## config.mk

```make
export PLATFORM = sky130hd
export DESIGN_NAME = left_shift_serializer
export DESIGN_NICKNAME = d
export VERILOG_FILES = /design/src/rtl/left_shift_serializer_pkg.sv /design/src/rtl/left_shift_register_base.sv /design/src/rtl/left_shift_serializer.sv
export SDC_FILE = /design/constraint.sdc
export NUM_CORES = 1
export LEC_CHECK = 0
export CAP_MARGIN = 0
export CORE_MARGIN = 2
export CORE_UTILIZATION = 40
export DETAILED_ROUTE_END_ITERATION = 16
export MAX_ROUTING_LAYER = met4
export PLACE_DENSITY_LB_ADDON = 0.2
export SYNTH_ARGS = -nofsm -noshare
export SYNTH_HDL_FRONTEND = slang
export SYNTH_SLANG_ARGS = --single-unit
```

## constraint.sdc

```tcl
create_clock -name clk -period 1.8 [get_ports clk]
set_input_delay 0.54 -clock clk [delete_from_list [all_inputs] [get_ports clk]]
set_output_delay 0.54 -clock clk [all_outputs]
set_load 0.1 [all_outputs]
```

## src/rtl/left_shift_serializer_pkg.sv

```systemverilog
// Shared definitions for the shifting library serializers.
// Holds FSM state encodings and counter sizing.
package left_shift_serializer_pkg;

    localparam logic ST_IDLE  = 1'b0;
    localparam logic ST_SHIFT = 1'b1;

    typedef enum logic {
        IDLE  = ST_IDLE,
        SHIFT = ST_SHIFT
    } state_t;

    function automatic int cnt_width(input int depth);
        return $clog2(depth + 1);
    endfunction

endpackage

```

## src/rtl/left_shift_register_base.sv

```systemverilog
// Parallel-load left shift register with clear, zero fill.
// Load wins over clear, clear wins over shift.
module left_shift_register_base
    import left_shift_serializer_pkg::*;
#(
    parameter int DEPTH = 8
) (
    input  logic             clk,
    input  logic             reset,
    input  logic             load,
    input  logic [DEPTH-1:0] load_data,
    input  logic             enable,
    input  logic             clear,
    output logic [DEPTH-1:0] out
);

    always_ff @(posedge clk) begin
        if (reset) begin
            out <= '0;
        end else if (load) begin
            out <= load_data;
        end else if (clear) begin
            out <= '0;
        end else if (enable) begin
            out <= {out[DEPTH-2:0], 1'b0};
        end
    end

endmodule

```

## src/rtl/left_shift_serializer.sv

```systemverilog
// MSB-first serializer with valid/ready load and enable strobe.
// Back-to-back words reload on the last-bit edge with no bubble.
module left_shift_serializer
    import left_shift_serializer_pkg::*;
#(
    parameter int DEPTH = 8
) (
    input  logic             clk,
    input  logic             reset,
    input  logic [DEPTH-1:0] data_in,
    input  logic             load_valid,
    output logic             load_ready,
    input  logic             enable,
    output logic             out,
    output logic             busy,
    output logic             done
);

    localparam int CW = cnt_width(DEPTH);
    localparam logic [CW-1:0] CNT_FULL = CW'(DEPTH);
    localparam logic [CW-1:0] CNT_ONE  = CW'(1);

    state_t           state;
    state_t           state_nxt;
    logic [CW-1:0]    cnt;
    logic [CW-1:0]    cnt_nxt;
    logic [DEPTH-1:0] sreg;
    logic             accept;
    logic             last;
    logic             shift_en;

    always_ff @(posedge clk) begin
        if (reset) begin
            state <= IDLE;
            cnt   <= '0;
            done  <= 1'b0;
        end else begin
            state <= state_nxt;
            cnt   <= cnt_nxt;
            done  <= last;
        end
    end

    always_comb begin
        state_nxt  = state;
        cnt_nxt    = cnt;
        last       = 1'b0;
        load_ready = 1'b0;
        accept     = 1'b0;
        unique case (state)
            IDLE: begin
                load_ready = 1'b1;
            end
            SHIFT: begin
                last       = (cnt == CNT_ONE) && enable;
                load_ready = last;
                if (enable && cnt != '0) begin
                    cnt_nxt = cnt - CNT_ONE;
                end
                if (last) begin
                    state_nxt = IDLE;
                end
            end
        endcase
        // A reload on the last-bit edge keeps the FSM in SHIFT
        accept = load_valid && load_ready;
        if (accept) begin
            state_nxt = SHIFT;
            cnt_nxt   = CNT_FULL;
        end
    end

    assign shift_en = (state == SHIFT) && enable;

    left_shift_register_base #(
        .DEPTH(DEPTH)
    ) u_sreg (
        .clk      (clk),
        .reset    (reset),
        .load     (accept),
        .load_data(data_in),
        .enable   (shift_en),
        .clear    (last),
        .out      (sreg)
    );

    assign busy = (state == SHIFT);
    assign out  = busy & sreg[DEPTH-1];

endmodule

```

==> flow_metrics.py <==
metrics = {
    "placed_design": {
        "hpwlAfterDp_mm": 1.317,
        "placedInstanceArea_sq_mm": 0.001033,
        "globalplace.congestion": 0.7118,
        "port-buffer-count": 15,
    },
    "route": {
        "via_per_inst": 5.652,
        "ant_nets": 0,
        "drc": 0,
        "wl_per_cell_um": 13.91,
        "totalWireLength_mm": 1.920,
        "drtIter0Drc": 27,
        "vias": 780,
        "drtPass1Iterations": 4,
    },
    "min_path": {
        "min_to": "u_sreg.out[0]$_SDFFE_PP0P_",
        "holdPathStages": 2,
        "min_path_type": "register to register",
        "hold_start": "u_sreg.out[0]$_SDFFE_PP0P_",
    },
    "grt": {
        "antenna_found_initial": 0,
        "grt_first_pass_wirelength_mm": 3.022,
        "track_usage_pct": 19.32,
        "grt_max_degree": 16,
        "grt-ovfl-total": 0,
        "first_global_vias": 727,
    },
    "clock_network": {
        "insertion_delay_ns": 0.28,
        "cts_tree": "yes",
        "holdBufCountCts": 0,
        "clock_path_buffers": 2,
        "clk_pin_slew_ns": 0.08,
        "cts-buffers-inserted": 3,
        "cts_root_buf": "clkbuf_4",
        "h-tree-depth": 1,
        "cts.sinks": 14,
    },
    "sta": {
        "post-route-period-util_pct": 98.66,
        "fin_setup_tns_ns": 0,
        "maxSlewViolCount": 0,
        "fin_crit_ns": 1.776,
        "skew_ns": 0.006049,
        "tightest_slew_ns": 0.3842,
        "rsz0062_at_grt": "true",
        "finalHoldViolations": 0,
        "slew-limit-headroom_pct": 74.33,
        "fmax_mhz": 563.1,
        "setup_viol_count_final": 0,
    },
    "logic_synthesis": {
        "synth-async-reset-ratio_pct": 0,
        "ys.flop_type": "dfxtp_1",
        "avgSynthCellArea_sq_um": 8.314,
        "synth_nets": 108,
        "yosysWarnings": 0,
        "yosys-top-cells-count": "dfxtp_1, o21ai_0, nand3_1",
        "synth_area_sq_um": 773.2,
        "synth_cell_type_count": 29,
        "netlist.area_leader.share_pct": 36.25,
        "ys_ff_latch": 14,
        "synth_top_area_cell": "dfxtp_1",
        "synth_edf_count": 0,
        "synthTopCellsByArea": "dfxtp_1, a311oi_1, o211ai_1",
        "synth.most_common_cell": "dfxtp_1",
        "syn_inst": 93,
        "seq_area_frac_synth_pct": 36.25,
    },
    "job": {
        "drv_cap": 0,
    },
    "status": {
        "status": "complete, no violations",
    },
    "worst_setup_path": {
        "rrSetupSlack_ns": 0.12,
        "end_kind": "output port",
        "cp-start-kind": "input port",
        "rr_startpoint": "cnt[1]$_SDFFE_PP0P_",
        "required_ns": 1.26,
        "arrival_ns": 1.24,
        "r2r-end": "cnt[1]$_SDFFE_PP0P_",
        "crit_type": "input port to output port",
        "crit_fanout": 5,
        "reg2reg_depth": 7,
    },
    "cells_and_area": {
        "drive_above_1_share_pct": 22.12,
        "finish.utilization_pct": 61.70,
        "area_growth_syn_to_layout_pct": 40.78,
        "fin_area_sq_mm": 0.001089,
        "n_antenna_cell": 0,
        "fin_nets": 130,
    },
    "power": {
        "p_total_w": 0.0007102,
        "cellPowerDensity_mw_per_mm2": 652.4,
        "ir_worst_vdd_mv": 0.5543,
        "leakagePower_nw": 0.3814,
    },
    "floorplanning": {
        "fp.dieW_um": 47.97,
        "start_util_pct": 43.83,
        "die_area_sq_mm": 0.002301,
        "rows": 15,
        "core_sq_mm": 0.001764,
        "die_y_um": 47.97,
        "io_pins": 16,
    },
}
power breakdown:
part,internal (W),switching [W]
Sequential,0.000331,0.0000177
Combinational,0.0000852,0.000100
Clock,0.0000777,0.0000986
per-stage QoR:
stage                     cells  hold WS [ns]  setup slack [ns]
after floorplan              93        0.4484           -0.1445
after global placement      133        0.4594           -0.2499
after detailed placement    133        0.4698           -0.2776
after CTS                   137        0.4815          0.004269
after global routing        138        0.5241          -0.03731
final                       138        0.4754           0.02413
cell families (layout without fill, tap and decap cells):
family / after synthesis / count (layout) / share of synthesized area (%)
AO/OA/AOI/OAI: 33 / 33 / 28.97
multiplexers: 1 / 1 / 1.456
AND/OR/NAND/NOR: 31 / 31 / 22.49
buffers and inverters: 11 / 31 / 5.986
flip-flops: 14 / 14 / 36.25
adder cells (fa/ha/maj): 3 / 3 / 4.855
cell usage in the layout, fill, tap and decap left out, types with 2 or more instances in the layout:
cell / synthesis / routed
inv_2: 1 / 2
inv_1: 3 / 2
dfxtp_1: 14 / 11
clkdlybuf4s50_1: 0 / 10
nor2_1: 8 / 8
a211oi_1: 2 / 2
clkbuf_4: 0 / 3
a21oi_1: 2 / 2
ha_1: 3 / 2
buf_12: 0 / 5
nand3_1: 9 / 9
o211ai_1: 8 / 8
a311oi_1: 7 / 7
buf_4: 0 / 8
or3_1: 2 / 2
o21ai_0: 10 / 10
nand2_1: 3 / 2
dfxtp_2: 0 / 2
cell type report:
cell class,instances,area (sq um)
well taps,25,31.28
fillers,160,675.6
multi-input cells,68,462.9
flip-flops and latches,14,286.5
repair buffers,24,270.3
clock buffers,3,22.52
inverters,4,15.01
sequential cells by signal (all words and copies together) (netlist names):
| register | cells |
|---|---|
| u_sreg.out | 8 |
| cnt | 4 |
| busy | 1 |
| done | 1 |
layer usage:
metal | vias to the layer above | share of wire, % | routed length (um) | track usage, %
met3 | 2 | 5.7 | 110 | 6.038
met5 | - | 0 | 0 | -
li1 | 398 | - | - | -
met2 | 28 | 47 | 906 | 30.93
met4 | 0 | 0.42 | 8 | 6.486
met1 | 352 | 47 | 895 | 22.80
timing repair:
action,4_1_cts,5_1_grt
pin swaps,2,1
endpoints found under the setup margin,1,1
buffers inserted,1,1
gates resized for setup,5,3
critical path, cell delays in order:
cell             delay [ns]
clkdlybuf4s15_1        0.24
nand4bb_1              0.16
nand2_2                0.12
buf_12                 0.17
how the worst max path moves through the flow:
| stage | cells after the start | endpoint | start |
|---|---|---|---|
| after detailed placement | 4 | load_ready | enable |
| final | 4 | load_ready | enable |
| after floorplan | 2 | out | busy$_SDFF_PP0_ |
| after global placement | 4 | load_ready | enable |
| after CTS | 4 | load_ready | cnt[0]$_SDFFE_PP0P_ |
| after global routing | 5 | load_ready | cnt[1]$_SDFFE_PP0P_ |
No activity file was read; power rests on OpenSTA's default activity.
